===== src/rtl/spi_rx_pkg.sv =====
// Shared types and constants for the SPI slave receiver.
package spi_rx_pkg;

  typedef enum logic [1:0] {
    IDLE      = 2'd0,
    RECV      = 2'd1,
    WAIT_IDLE = 2'd2
  } state_t;

  localparam logic [1:0] ERR_NONE    = 2'd0;
  localparam logic [1:0] ERR_SHORT   = 2'd1;
  localparam logic [1:0] ERR_LONG    = 2'd2;
  localparam logic [1:0] ERR_TIMEOUT = 2'd3;

  localparam int SYNC_DEPTH = 2;
  // Cycles after reset before the synced CS level reflects the pin again.
  localparam int SETTLE_CYC = SYNC_DEPTH + 1;

  // Verdict for a frame closed by CS rise, given the number of SCLK rises seen.
  function automatic logic [1:0] frame_code(input int unsigned cnt, input int unsigned width);
    if (cnt == width) begin
      return ERR_NONE;
    end else if (cnt < width) begin
      return ERR_SHORT;
    end
    return ERR_LONG;
  endfunction

endpackage


===== src/rtl/spi_rx_sync.sv =====
// One async input: 2-flop synchronizer, delay flop, registered level and edge strobes.
// Level and strobes lag the pin by 3 clk edges and are mutually aligned; no backpressure.
module spi_rx_sync
  import spi_rx_pkg::*;
#(
  parameter logic RST_VAL = 1'b0
) (
  input  logic clk,
  input  logic reset,
  input  logic din,
  output logic lvl,
  output logic rise,
  output logic fall
);

  logic [SYNC_DEPTH-1:0] sync_q;
  logic                  dly_q;
  logic                  s;

  assign s = sync_q[SYNC_DEPTH-1];

  always_ff @(posedge clk) begin
    if (reset) begin
      sync_q <= {SYNC_DEPTH{RST_VAL}};
      dly_q  <= RST_VAL;
      rise   <= 1'b0;
      fall   <= 1'b0;
    end else begin
      sync_q <= {sync_q[SYNC_DEPTH-2:0], din};
      dly_q  <= s;
      rise   <= s & ~dly_q;
      fall   <= ~s & dly_q;
    end
  end

  // The delay flop holds the same sample the strobes were computed from.
  assign lvl = dly_q;

endmodule


===== src/rtl/spi_rx_slave.sv =====
// SPI slave receiver (CS low frames, SCLK rise sampling, MSB first); rx_valid/rx_err strobes 4 clk edges
// after the edge that first samples CS high; no backpressure. Define SPI_RX_TIMEOUT_EN for the stalled-SCLK abort.
module spi_rx_slave
  import spi_rx_pkg::*;
#(
  parameter int DATA_W      = 10,
  parameter int TIMEOUT_CYC = 4096
) (
  input  logic              clk,
  input  logic              reset,
  input  logic              spi_clk,
  input  logic              spi_cs_n,
  input  logic              spi_sdi,
  output logic [DATA_W-1:0] rx_data,
  output logic              rx_valid,
  output logic              rx_err,
  output logic [1:0]        rx_err_code,
  output logic              busy
);

  localparam int CNT_W    = $clog2(DATA_W + 2);
  localparam int SETTLE_W = $clog2(SETTLE_CYC + 1);

  logic sclk_lvl, sclk_rise, sclk_fall;
  logic cs_lvl, cs_rise, cs_fall;
  logic sdi_s, sdi_rise, sdi_fall;

  spi_rx_sync #(.RST_VAL(1'b0)) u_sync_sclk (
    .clk  (clk),
    .reset(reset),
    .din  (spi_clk),
    .lvl  (sclk_lvl),
    .rise (sclk_rise),
    .fall (sclk_fall)
  );

  spi_rx_sync #(.RST_VAL(1'b1)) u_sync_cs (
    .clk  (clk),
    .reset(reset),
    .din  (spi_cs_n),
    .lvl  (cs_lvl),
    .rise (cs_rise),
    .fall (cs_fall)
  );

  spi_rx_sync #(.RST_VAL(1'b0)) u_sync_sdi (
    .clk  (clk),
    .reset(reset),
    .din  (spi_sdi),
    .lvl  (sdi_s),
    .rise (sdi_rise),
    .fall (sdi_fall)
  );

  logic unused_edges;
  assign unused_edges = &{1'b0, sclk_lvl, sclk_fall, sdi_rise, sdi_fall};

  state_t              state;
  logic [DATA_W-1:0]   shreg;
  logic [CNT_W-1:0]    bit_cnt;
  logic [SETTLE_W-1:0] settle_cnt;
  logic                armed;
  logic                fin_vld;
  logic                fin_err;
  logic [1:0]          fin_code;
  logic [DATA_W-1:0]   fin_dat;
  logic [1:0]          end_code;

  assign end_code = frame_code(32'(bit_cnt), DATA_W);

`ifdef SPI_RX_TIMEOUT_EN
  localparam int TMO_W = $clog2(TIMEOUT_CYC);
  logic [TMO_W-1:0] tmo_cnt;
`else
  localparam int unused_timeout = TIMEOUT_CYC;
`endif

  // The sync flops restart from their reset values, so the CS level is only trusted
  // once the pipeline has refilled; a frame already under way then lands in WAIT_IDLE.
  always_ff @(posedge clk) begin
    if (reset) begin
      state      <= IDLE;
      shreg      <= '0;
      bit_cnt    <= '0;
      settle_cnt <= '0;
      armed      <= 1'b0;
      fin_vld    <= 1'b0;
      fin_err    <= 1'b0;
      fin_code   <= ERR_NONE;
      fin_dat    <= '0;
`ifdef SPI_RX_TIMEOUT_EN
      tmo_cnt    <= '0;
`endif
    end else begin
      fin_vld  <= 1'b0;
      fin_err  <= 1'b0;
      fin_code <= ERR_NONE;
      if (settle_cnt != SETTLE_W'(SETTLE_CYC)) begin
        settle_cnt <= settle_cnt + SETTLE_W'(1);
      end else if (!armed) begin
        armed <= 1'b1;
        state <= cs_lvl ? IDLE : WAIT_IDLE;
      end else begin
        unique case (state)
          IDLE: begin
            if (cs_fall) begin
              shreg   <= '0;
              bit_cnt <= '0;
              state   <= RECV;
`ifdef SPI_RX_TIMEOUT_EN
              tmo_cnt <= '0;
`endif
            end
          end
          RECV: begin
            // CS rise takes priority; a coincident SCLK rise is not counted.
            if (cs_rise) begin
              state <= IDLE;
              if (end_code == ERR_NONE) begin
                fin_vld <= 1'b1;
                fin_dat <= shreg;
              end else begin
                fin_err  <= 1'b1;
                fin_code <= end_code;
              end
            end else if (sclk_rise) begin
              shreg <= {shreg[DATA_W-2:0], sdi_s};
              if (bit_cnt != CNT_W'(DATA_W + 1)) begin
                bit_cnt <= bit_cnt + CNT_W'(1);
              end
`ifdef SPI_RX_TIMEOUT_EN
              tmo_cnt <= '0;
            end else if (tmo_cnt == TMO_W'(TIMEOUT_CYC - 1)) begin
              fin_err  <= 1'b1;
              fin_code <= ERR_TIMEOUT;
              state    <= WAIT_IDLE;
            end else begin
              tmo_cnt <= tmo_cnt + TMO_W'(1);
`endif
            end
          end
          WAIT_IDLE: begin
            if (cs_lvl) begin
              state <= IDLE;
            end
          end
          default: state <= IDLE;
        endcase
      end
    end
  end

  always_ff @(posedge clk) begin
    if (reset) begin
      rx_data     <= '0;
      rx_valid    <= 1'b0;
      rx_err      <= 1'b0;
      rx_err_code <= ERR_NONE;
    end else begin
      rx_valid    <= fin_vld;
      rx_err      <= fin_err;
      rx_err_code <= fin_code;
      if (fin_vld) begin
        rx_data <= fin_dat;
      end
    end
  end

  assign busy = (state != IDLE);

endmodule

===== config.mk =====
export PLATFORM = sky130hd
export DESIGN_NAME = spi_rx_slave
export DESIGN_NICKNAME = d
export VERILOG_FILES = /design/src/rtl/spi_rx_pkg.sv /design/src/rtl/spi_rx_sync.sv /design/src/rtl/spi_rx_slave.sv
export SDC_FILE = /design/constraint.sdc
export NUM_CORES = 1
export LEC_CHECK = 0
export CORE_MARGIN = 10
export CORE_UTILIZATION = 50
export DETAILED_ROUTE_END_ITERATION = 16
export GPL_TIMING_DRIVEN = 0
export HOLD_SLACK_MARGIN = 0.05
export PLACE_DENSITY = 0.69
export RECOVER_POWER = 50
export REMOVE_ABC_BUFFERS = 1
export SYNTH_ARGS = -nofsm -noshare
export SYNTH_HDL_FRONTEND = slang
export SYNTH_SLANG_ARGS = --single-unit

===== constraint.sdc =====
create_clock -name clk -period 4.5 [get_ports clk]
set_input_delay 0.675 -clock clk [delete_from_list [all_inputs] [get_ports clk]]
set_output_delay 0.675 -clock clk [all_outputs]
set_load 0.01 [all_outputs]

==> results of run 1 <==
-- Yosys cell counts, types with 2 or more instances --
master    instances  area share
buf_2             3      0.0072
clkbuf_1          6       0.011
o21ai_0           5       0.012
and2_1            2      0.0060
nor2b_1          14       0.042
buf_4             2      0.0072
nand2_1          10       0.018
a21oi_1          13       0.031
nor3b_1           2      0.0072
or2_2             5       0.015
nand3_1          12       0.029
dfxtp_1          59        0.56
nor2_1           28       0.050
nand2b_1          4       0.012
and3b_1           2      0.0084
inv_1             2      0.0036
ha_1              3       0.018
mux2i_1          21        0.10
-- power by group through the flow --
| stage | registers (µW) | clock network (µW) | logic, µW |
|---|---|---|---|
| 2_1_floorplan | 546 | 0 | 16.2 |
| 3_3_place_gp | 547 | 0 | 27.7 |
| 3_5_place_dp | 548 | 0 | 29.5 |
| 4_1_cts | 536 | 462 | 29.5 |
| 5_1_grt | 537 | 493 | 34.7 |
| 6_report | 536 | 448 | 29.1 |
-- layout make-up --
type / instances / area [µm²] / area share
sequential: 59 / 1180 / 0.478
multi-input combinational: 136 / 846 / 0.342
clock buffer: 15 / 186 / 0.0754
timing repair buffer: 19 / 184 / 0.0744
tap: 50 / 62.6 / 0.0253
inverter: 2 / 7.51 / 0.00304
clock inverter: 1 / 5.00 / 0.00202
-- sequential cells by signal, indices dropped and copies added, names as in the netlist, 2 cells and up --
name,flops
rx_err_code,2
u_sync_cs.sync_q,2
shreg,10
settle_cnt,2
rx_data,10
bit_cnt,4
state,2
fin_code,2
fin_dat,10
u_sync_sclk.sync_q,2
u_sync_sdi.sync_q,2
-- cells by family after synthesis --
group,after synthesis,synth area share
buf+inv,14,0.0305
xor+xnor,1,0.00419
compound gates,25,0.0688
mux,21,0.101
simple gates,86,0.213
flops,59,0.565
fa+ha+maj,3,0.0180
-- worst paths after layout --
path | startpoint | endpoint | slack, ns
setup / recovery | reset | fin_code[0] | 1.97
setup reg to reg | settle_cnt[0] | fin_dat[1] | 2.38
hold / removal | u_sync_sclk.lvl | u_sync_sclk.rise | 0.38
hold reg to reg | u_sync_sclk.lvl | u_sync_sclk.rise | 0.38
-- worst max-delay path: cells and delay by family --
kind | cells | cell delay, ns
buf+inv | 1 | 1.62
simple gates | 2 | 0.45
-- per-stage QoR --
stage | instances | hold WS (ns) | util
global placement | 266 | 0.372 | 0.568
CTS | 282 | 0.382 | 0.614
detailed placement | 266 | 0.373 | 0.566
global route | 282 | 0.394 | 0.614
finish | 282 | 0.380 | 0.614
floorplan | 197 | 0.367 | -
-- layer usage --
| layer | vias to the layer above | share of wire |
|---|---|---|
| met5 | - | 0 |
| met4 | 0 | 0.030 |
| met3 | 14 | 0.066 |
| met2 | 37 | 0.46 |
| met1 | 680 | 0.44 |
| li1 | 736 | - |
==> impl_metrics.ini, run 1 <==
[worst_hold_path]
hold_path.class = reg2reg
min_path_cells = 1

[placement]
gp_congestion = 0.737
dpl_worst_slack_ns = 2.46
place_area_um2 = 2280
port_buffers = 19
hpwl_um = 2310

[pwr]
comb_power_share = 0.029
vdd_drop_max_mv = 0.244
p_switching_uw = 210
p_per_area_nw_per_um2 = 410
pwr-share-seq = 0.529
clkPwrFrac = 0.442
netSwitchingFraction = 0.207
power.leakage_uw = 0.000888
intPower_uw = 804
power_uw = 1010

[timing]
finalHoldViolCount = 0
post-route-min-period_ns = 2.53
period_share = 0.563
worstMarginPinSlew_ns = 2.32
clock_skew_ns = 0.00639
rsz0062_at_grt = no
timing.setup.tns_ns = 0
timing.final.max_slew_violations = 59
fmax_mhz = 395
slew_headroom = -0.549
setup_viol = 0
setup_ws_ns = 1.97

[synth]
synth-seq-cells = 59
syn_area_per_cell_um2 = 10.0
synth-main-ff-cell = dfxtp_1
synthArstFlopShare = 0
ys_seq_area_frac = 0.565
synth-edff-count = 0
yosys_warnings = 0
ys_types = 34
syn_inst = 209
syn_area_um2 = 2090

[cts]
insertion_delay_ns = 0.34
clock-sinks = 59
cts_tree = built
ctsResizeCount = 0
clockRootBuffer = clkbuf_8
postCtsHoldBufs = 0
cts_buffers = 9
clk_pin_slew_ns = 0.06
cts_max_path_buffers = 2
cts_setup_buffers = 0
ctsHtreeMaxLevel = 3

[grt]
grt_pass1_vias = 1449
grtUsageTotal = 0.112
grt_use_met1 = 0.114
grt_most_used_layer = met2
gr-usage-met2 = 0.172
grt_pass1_wl_um = 6420
grt_antenna_before_repair = 0
overflow = 0
grtUsageMet3 = 0.0618
grt_max_degree = 59

[floorplanning]
row_count = 23
coreArea_um2 = 4030
start_util = 0.519
ios = 20
die_width_um = 84.7
die_area_um2 = 7170
die_y_um = 84.7

[finish]
diodes = 0
fin_nets = 235
fillers = 346
final_cell_mix = dfxtp_1, nor2_1, mux2i_1
layout_commonest_cell = dfxtp_1
stdcell_area_um2 = 2470
area_delta_synth_final_pct = 18.3
drive_above_1_share = 0.0905

[outcome]
status = complete, but fails checks
violations = max-capacitance violations, max-slew violations

[setup_path]
critical_path.slowest_cell = clkbuf_1
rr_worst_depth = 5
critPathKind = in2reg
path_cells = clkbuf_1 -> nor3_1 -> and2_0
crit_fanout = 58
cp.required_ns = 4.73
crit_path_max_incr_delay_ns = 1.62
end_kind = register
cp.arrival_ns = 2.77
start_kind = input port

[detailed_routing]
drtPass1Iterations = 4
ant_nets = 0
vias = 1467
viasPerCell = 5.20
dr.first_iter.drc_count = 124
wirelength_um = 3680
wl_per_cell_um = 13.1
drc = 0

[job]
max_cap_viol_count = 1
Power figures use the tool's default switching activity.
==> run 2, diff against run 1 <==
Clock period 4.5 ns to 2.6 ns, I/O delays scaled along.
==> impl_metrics.ini, run 2 (same netlist as run 1, synthesis figures left out) <==
[outcome]
status = finished clean

[finish]
drive_above_1_share = 0.0905
reg_top3 = fin_dat (10), rx_data (10), shreg (10)
area_delta_synth_final_pct = 18.3
final_cell_mix = dfxtp_1, nor2_1, mux2i_1
layout_commonest_cell = dfxtp_1
fin_nets = 235
diodes = 0

[cts]
cts_setup_buffers = 0
cts_buffers = 9
cts_max_path_buffers = 2
clockRootBuffer = clkbuf_8
cts_tree = built
clock-sinks = 59
postCtsHoldBufs = 0
ctsResizeCount = 0
ctsHtreeMaxLevel = 3
insertion_delay_ns = 0.34
clk_pin_slew_ns = 0.06

[timing]
post-route-min-period_ns = 2.11
slew_headroom = 0.268
worstMarginPinSlew_ns = 1.10
fmax_mhz = 475
setup_viol = 0
timing.setup.tns_ns = 0
rsz0062_at_grt = no
finalHoldViolCount = 0
timing.final.max_slew_violations = 0
setup_ws_ns = 0.493
clock_skew_ns = 0.00647
period_share = 0.810

[setup_path]
cp.arrival_ns = 2.29
crit_fanout = 11
critPathKind = reg2reg
end_kind = register
cp.required_ns = 2.78
start_kind = register

[detailed_routing]
vias = 1455
wl_per_cell_um = 13.0
drc = 0
dr.first_iter.drc_count = 124
wirelength_um = 3660
ant_nets = 0
drtPass1Iterations = 4
viasPerCell = 5.16

[floorplanning]
coreArea_um2 = 4030
die_area_um2 = 7170
die_width_um = 84.7
ios = 20
die_y_um = 84.7
start_util = 0.519
row_count = 23

[grt]
overflow = 0
grt_max_degree = 59
grt_antenna_before_repair = 0
grtUsageTotal = 0.112
grt_pass1_wl_um = 6420
grt_pass1_vias = 1449

[placement]
dpl_worst_slack_ns = 0.560
port_buffers = 19
hpwl_um = 2310
gp_congestion = 0.737

[pwr]
p_per_area_nw_per_um2 = 709
vdd_drop_max_mv = 0.422
power.leakage_uw = 0.000902

[job]
max_cap_viol_count = 0

[worst_hold_path]
hold_path.class = reg2reg
## run 2: changes by cell type in the layout (fill, tap and decap cells not counted), sizes merged
cell           change
clkdlybuf4s50      -3
dlygate4sd3        +3
## run 2: per-stage QoR
step                utilization  std cells  hold WS, ns  total power [µW]  cell area (µm²)
floorplan                     -        197        0.367               974             2030
global placement          0.568        266        0.372               995             2290
detailed placement        0.566        266        0.373               999             2280
CTS                       0.614        282        0.382              1780             2470
global route              0.614        282        0.394              1840             2470
finish                    0.614        282        0.380              1750             2470
## run 2: where the power goes
| part | internal [µW] | total [µW] | switching [µW] |
|---|---|---|---|
| Clock | 449 | 775 | 326 |
| Sequential | 920 | 928 | 7.92 |
| Combinational | 22.0 | 50.3 | 28.3 |
## run 2: final cells by class
type,instances,area [µm²]
tap,50,62.6
sequential,59,1180
fill,347,1560
timing repair buffer,19,185
clock inverter,1,5.00
inverter,2,7.51
clock buffer,15,186
multi-input combinational,136,845
## run 2: worst max-delay path, cell delays in order (launching register included)
cell and delay [ns]:
dfxtp_1 0.35, ha_1 0.30, and3b_1 0.30, and4_1 0.66, mux2i_1 0.28, nor2_1 0.05
## run 2: path summary, 6_finish.rpt
path | startpoint | to | slack (ns) | cells past startpoint
min reg2reg | u_sync_sclk.lvl | u_sync_sclk.rise | 0.38 | 1
max | settle_cnt[0] | fin_dat[1] | 0.49 | 5
max reg2reg | settle_cnt[0] | fin_dat[1] | 0.49 | 5
min | u_sync_sclk.lvl | u_sync_sclk.rise | 0.38 | 1
## run 2: per-layer routing
metal,global-route usage,part of all wire,up-vias
met1,0.114,0.45,678
met3,0.0618,0.063,8
met5,0,0,-
met2,0.172,0.46,32
li1,-,-,737
met4,0.0763,0.027,0
